### src/rtl/flush_station.sv
// Flush arbiter for two scanner units: grants one flush at a time, captures the
// drained byte stream into a local FIFO and forwards it over a valid/ready link.
module flush_station #(
    parameter int FIFO_DEPTH = 16,
    parameter int TIMEOUT    = 32
) (
    input  logic        clk,
    input  logic        reset,
    input  logic        rdy_flush_a,
    input  logic        rdy_flush_b,
    input  logic [7:0]  mem_used_a,
    input  logic [7:0]  mem_used_b,
    input  logic        data_valid_a,
    input  logic [7:0]  data_a,
    input  logic        data_valid_b,
    input  logic [7:0]  data_b,
    output logic        flush_a,
    output logic        flush_b,
    output logic        tx_valid,
    output logic [7:0]  tx_data,
    input  logic        tx_ready,
    output logic        active_sel,
    output logic        busy,
    output logic        xfer_done,
    output logic [15:0] xfer_count,
    output logic        overflow,
    output logic        timeout_err
);

    localparam int AW = $clog2(FIFO_DEPTH);
    localparam int TW = $clog2(TIMEOUT);

    typedef enum logic [2:0] {
        S_IDLE,
        S_GRANT,
        S_WAIT,
        S_DRAIN,
        S_DONE
    } state_t;

    state_t        ps_q, ps_d;
    logic          active_sel_q, active_sel_d;
    logic          last_served_q, last_served_d;
    logic [TW-1:0] wait_q, wait_d;
    logic [15:0]   count_q, count_d;
    logic          timeout_q, timeout_d;
    logic          overflow_q;

    logic [AW:0]   wr_ptr_q, rd_ptr_q;
    logic [7:0]    fifo_mem [FIFO_DEPTH];

    logic          pick_b;
    logic          sel_valid;
    logic [7:0]    sel_data;
    logic [7:0]    sel_mem;
    logic          push;
    logic          pop;
    logic          do_push;
    logic          fifo_empty;
    logic          fifo_full;
    logic [15:0]   count_inc;

    // Larger occupancy wins; a tie goes to whichever scanner was not served last.
    always_comb begin
        pick_b = 1'b0;
        if (rdy_flush_a && rdy_flush_b) begin
            if (mem_used_b > mem_used_a)
                pick_b = 1'b1;
            else if (mem_used_a > mem_used_b)
                pick_b = 1'b0;
            else
                pick_b = !last_served_q;
        end else begin
            pick_b = rdy_flush_b;
        end
    end

    assign sel_valid = active_sel_q ? data_valid_b : data_valid_a;
    assign sel_data  = active_sel_q ? data_b : data_a;
    assign sel_mem   = active_sel_q ? mem_used_b : mem_used_a;
    assign count_inc = (count_q == 16'hFFFF) ? count_q : count_q + 16'd1;

    always_comb begin
        ps_d          = ps_q;
        active_sel_d  = active_sel_q;
        last_served_d = last_served_q;
        wait_d        = wait_q;
        count_d       = count_q;
        timeout_d     = timeout_q;
        push          = 1'b0;
        flush_a       = 1'b0;
        flush_b       = 1'b0;
        xfer_done     = 1'b0;
        case (ps_q)
            S_IDLE: begin
                if (rdy_flush_a || rdy_flush_b) begin
                    active_sel_d = pick_b;
                    ps_d         = S_GRANT;
                end
            end
            S_GRANT: begin
                flush_a = !active_sel_q;
                flush_b = active_sel_q;
                count_d = 16'd0;
                wait_d  = '0;
                ps_d    = S_WAIT;
            end
            S_WAIT: begin
                if (sel_valid) begin
                    push    = 1'b1;
                    count_d = count_inc;
                    ps_d    = S_DRAIN;
                end else if (wait_q == TW'(TIMEOUT - 1)) begin
                    timeout_d = 1'b1;
                    ps_d      = S_DONE;
                end else begin
                    wait_d = wait_q + TW'(1);
                end
            end
            S_DRAIN: begin
                if (sel_valid) begin
                    push    = 1'b1;
                    count_d = count_inc;
                end else if (sel_mem == 8'd0) begin
                    ps_d = S_DONE;
                end
            end
            S_DONE: begin
                xfer_done     = 1'b1;
                last_served_d = active_sel_q;
                ps_d          = S_IDLE;
            end
            default: ps_d = S_IDLE;
        endcase
    end

    always_ff @(posedge clk) begin
        if (reset) begin
            ps_q          <= S_IDLE;
            active_sel_q  <= 1'b0;
            last_served_q <= 1'b1;
            wait_q        <= '0;
            count_q       <= 16'd0;
            timeout_q     <= 1'b0;
        end else begin
            ps_q          <= ps_d;
            active_sel_q  <= active_sel_d;
            last_served_q <= last_served_d;
            wait_q        <= wait_d;
            count_q       <= count_d;
            timeout_q     <= timeout_d;
        end
    end

    // Extra pointer MSB separates full from empty when the index bits match.
    assign fifo_empty = (wr_ptr_q == rd_ptr_q);
    assign fifo_full  = (wr_ptr_q[AW] != rd_ptr_q[AW]) &&
                        (wr_ptr_q[AW-1:0] == rd_ptr_q[AW-1:0]);
    assign pop        = !fifo_empty && tx_ready;
    assign do_push    = push && (!fifo_full || pop);

    always_ff @(posedge clk) begin
        if (reset) begin
            wr_ptr_q   <= '0;
            rd_ptr_q   <= '0;
            overflow_q <= 1'b0;
        end else begin
            if (do_push)
                wr_ptr_q <= wr_ptr_q + 1'b1;
            if (pop)
                rd_ptr_q <= rd_ptr_q + 1'b1;
            if (push && fifo_full && !pop)
                overflow_q <= 1'b1;
        end
    end

    always_ff @(posedge clk) begin
        if (do_push)
            fifo_mem[wr_ptr_q[AW-1:0]] <= sel_data;
    end

    assign tx_valid    = !fifo_empty;
    assign tx_data     = fifo_mem[rd_ptr_q[AW-1:0]];
    assign active_sel  = active_sel_q;
    assign busy        = (ps_q != S_IDLE);
    assign xfer_count  = count_q;
    assign overflow    = overflow_q;
    assign timeout_err = timeout_q;

endmodule

### config.mk
export PLATFORM = sky130hd
export DESIGN_NAME = flush_station
export DESIGN_NICKNAME = d
export VERILOG_FILES = /design/src/rtl/flush_station.sv
export SDC_FILE = /design/constraint.sdc
export NUM_CORES = 1
export LEC_CHECK = 0
export CAP_MARGIN = 0
export CORE_MARGIN = 10
export CORE_UTILIZATION = 50
export DETAILED_ROUTE_END_ITERATION = 12
export PLACE_DENSITY = 0.78
export SYNTH_ARGS = -nofsm -noshare
export SYNTH_HDL_FRONTEND = slang
export SYNTH_SLANG_ARGS = --single-unit
export TNS_END_PERCENT = 20
### constraint.sdc
create_clock -name clk -period 2.42 [get_ports clk]
set_input_delay 0.242 -clock clk [delete_from_list [all_inputs] [get_ports clk]]
set_output_delay 0.242 -clock clk [all_outputs]
set_load 0.05 [all_outputs]
==> reports/results.ini <==
[run_status]
status = finished, violations left
violations = negative setup slack

[clock_network]
cts_made_buffers = 17
cts.sinks = 170
insertion_delay_ps = 420
cts_max_level = 4
clockBufferDepth = 2
root_buffer = clkbuf_16
cts_tree = done
clk_pin_slew_ps = 60
postCtsHoldBufs = 0

[routing]
drt_first_pass_iters = 4
drt_iter0_drc = 319
vias_per_cell = 5.84
antenna_left = 0
route.vias.total = 4541
drc_errors = 0
wl_per_cell_microns = 22.6
wl_microns = 17500

[min_path]
hp-class = flip-flop to flip-flop

[synth]
ys_seq_area_frac = 0.637
syn_area_per_cell_sq_um = 15.3
synthTopCellsByCount = edfxtp_1, dfxtp_1, mux4_2
synth_area_sq_mm = 0.00736
ys_warn_count = 0
synth_enable_flop_cells = 128
synth_top_area_share = 0.522
synth_area_leaders = edfxtp_1, mux4_2, dfxtp_1, ha_1, xnor2_1
synth.distinct_cells = 54
yosysMostFrequentCell = edfxtp_1
syn_nets = 536
ys.flop_type = edfxtp_1
yosysTopAreaCell = edfxtp_1
synthCells = 481
synth_seq_cells = 170
synthArstFlopShare = 0

[floorplan]
core_sq_mm = 0.0145
die_area_sq_mm = 0.0200
initial_core_util = 0.508
num_io_pins = 71
die_y_microns = 141
die_w_microns = 141
rows = 44

[timing]
finalSetupViolations = 8
fin_crit_sh = 1.04
fin_crit_ps = 2530
fmax_ghz = 0.396
worstMarginPinSlew_ps = 715
skew_ps = 8.42
relSlewSlack = 0.520
final-hold-violation-count = 0
slew_violations = 0
fin_ws_ps = -105
rsz0062_at_grt = yes
totalNegativeSetupSlack_ps = -723

[global_routing]
grt_antenna_before_repair = 0
grt_pass1_wl_microns = 27500
grt_max_degree = 33
grt_usage = 0.179
grt_overflow = 0
grt_pass1_vias = 4751

[layout]
fillers = 1010
drive_gt1_frac = 0.219
syn_to_final_growth_pct = 24.9
fin_nets = 635
register_area_sq_mm = 0.00469
fin_util = 0.635
multi_input_area_sq_mm = 0.00249
diodes = 0

[critical_path]
crit_chain = bufbuf_16, mux4_2, mux4_2, buf_6
cp.arrival_ps = 2280
cp.required_ps = 2180
cp-end-kind = output pin
cp-start-kind = flip-flop
cpPeakStageDelay_ps = 510
worst-setup-path-type = flip-flop to output pin
crit_top_cell = mux4_2
path_max_fanout = 5
crit_slowest_cell = mux4_2
critPathTopFamily = multiplexers
critPathBufInv = 2

[place]
io_buffers = 70
dp_hpwl_microns = 11900
place.gp.congestion = 0.838

[power]
p_leak_nw = 3.13
powerDensity_mw_per_mm2 = 825
finalPower_w = 0.00758
ir_drop_mv = 0.529

[job]
maxCapViolations = 0

path summary, 6_finish.rpt:
path | from | endpoint | slack, ps | cells past startpoint
min | timeout_err | timeout_err | 490 | 2
max | flip-flop | tx_data[2] | -110 | 4
min reg2reg | timeout_err | timeout_err | 490 | 2
max reg2reg | wr_ptr_q[3] | fifo_mem[4][1] | 170 | 6
per-layer routing:
| metal | vias up | share of wire | GRT usage |
|---|---|---|---|
| met2 | 168 | 0.53 | 0.308 |
| met3 | 24 | 0.068 | 0.0551 |
| li1 | 2060 | - | - |
| met1 | 2289 | 0.39 | 0.211 |
| met4 | 0 | 0.016 | 0.0484 |
| met5 | - | 0 | 0 |
power breakdown:
part	internal, W	switching [W]
Combinational	0.000633	0.000763
Sequential	0.00324	0.0000549
Clock	0.00182	0.00107
Total	0.00569	0.00189
state kept, by name (all words and copies together) (netlist names), named ones only:
signal	count
active_sel	1
rd_ptr_q	5
wr_ptr_q	5
ps_q	3
last_served_q	1
wait_q	5
overflow	1
xfer_count	16
fifo_mem	128
timeout_err	1
cells in the final DEF, fill, tap and decap left out, types with 3 or more instances in the layout:
| cell | instances |
|---|---|
| nand3_1 | 11 |
| xnor2_1 | 18 |
| o21ai_0 | 6 |
| ha_1 | 16 |
| inv_1 | 18 |
| buf_4 | 27 |
| nand2b_1 | 4 |
| and3_1 | 16 |
| mux2i_1 | 4 |
| buf_6 | 9 |
| or3_1 | 8 |
| nor2b_1 | 6 |
| mux2_2 | 8 |
| edfxtp_1 | 128 |
| clkinv_1 | 4 |
| dfxtp_1 | 41 |
| nor3_1 | 4 |
| mux4_2 | 40 |
| clkbuf_16 | 19 |
| nor4_1 | 5 |
| and2_1 | 3 |
| nand4_1 | 9 |
| clkdlybuf4s50_1 | 57 |
| nor2_1 | 33 |
| a21oi_1 | 22 |
| buf_12 | 4 |
| a21o_1 | 3 |
| nand2_1 | 14 |
| a211oi_1 | 7 |
| bufinv_16 | 5 |
| xor2_1 | 5 |
logic make-up (layout without fill, tap and decap cells):
group | Yosys count | after routing | synth area share
compound gates | 53 | 53 | 0.0474
xor+xnor | 23 | 23 | 0.0274
fa+ha+maj | 16 | 16 | 0.0272
buf+inv | 40 | 152 | 0.0243
flops | 170 | 170 | 0.637
mux | 54 | 54 | 0.144
simple gates | 125 | 125 | 0.0934
through the flow:
step	instance area, sq um	hold slack (ps)	instances	setup WS (ps)
2_1_floorplan	7360	425	481	20.1
3_3_place_gp	8380	462	739	176
3_5_place_dp	8380	461	739	5.93
4_1_cts	9130	481	775	-132
5_1_grt	9190	545	777	-166
6_report	9190	493	777	-105
final cells by class:
class,instances,share of cell area
Clock buffer,19,0.0471
Clock inverter,13,0.0215
Inverter,18,0.00735
Multi-Input combinational cell,271,0.272
Sequential cell,170,0.510
Tap cell,184,0.0251
Timing Repair Buffer,102,0.117
tightest hold or removal path, stage by stage (launching register included):
cell and delay (ps):
dfxtp_1 340, a31oi_1 50, nor2_1 80
what timing repair did:
| action | in CTS | in global routing |
|---|---|---|
| buffers inserted | 2 | 0 |
| gates resized for setup | 10 | 2 |
| endpoints found under the setup margin | 8 | 9 |
| gates cloned | 2 | 2 |
No activity file was read; power rests on OpenSTA's default activity.
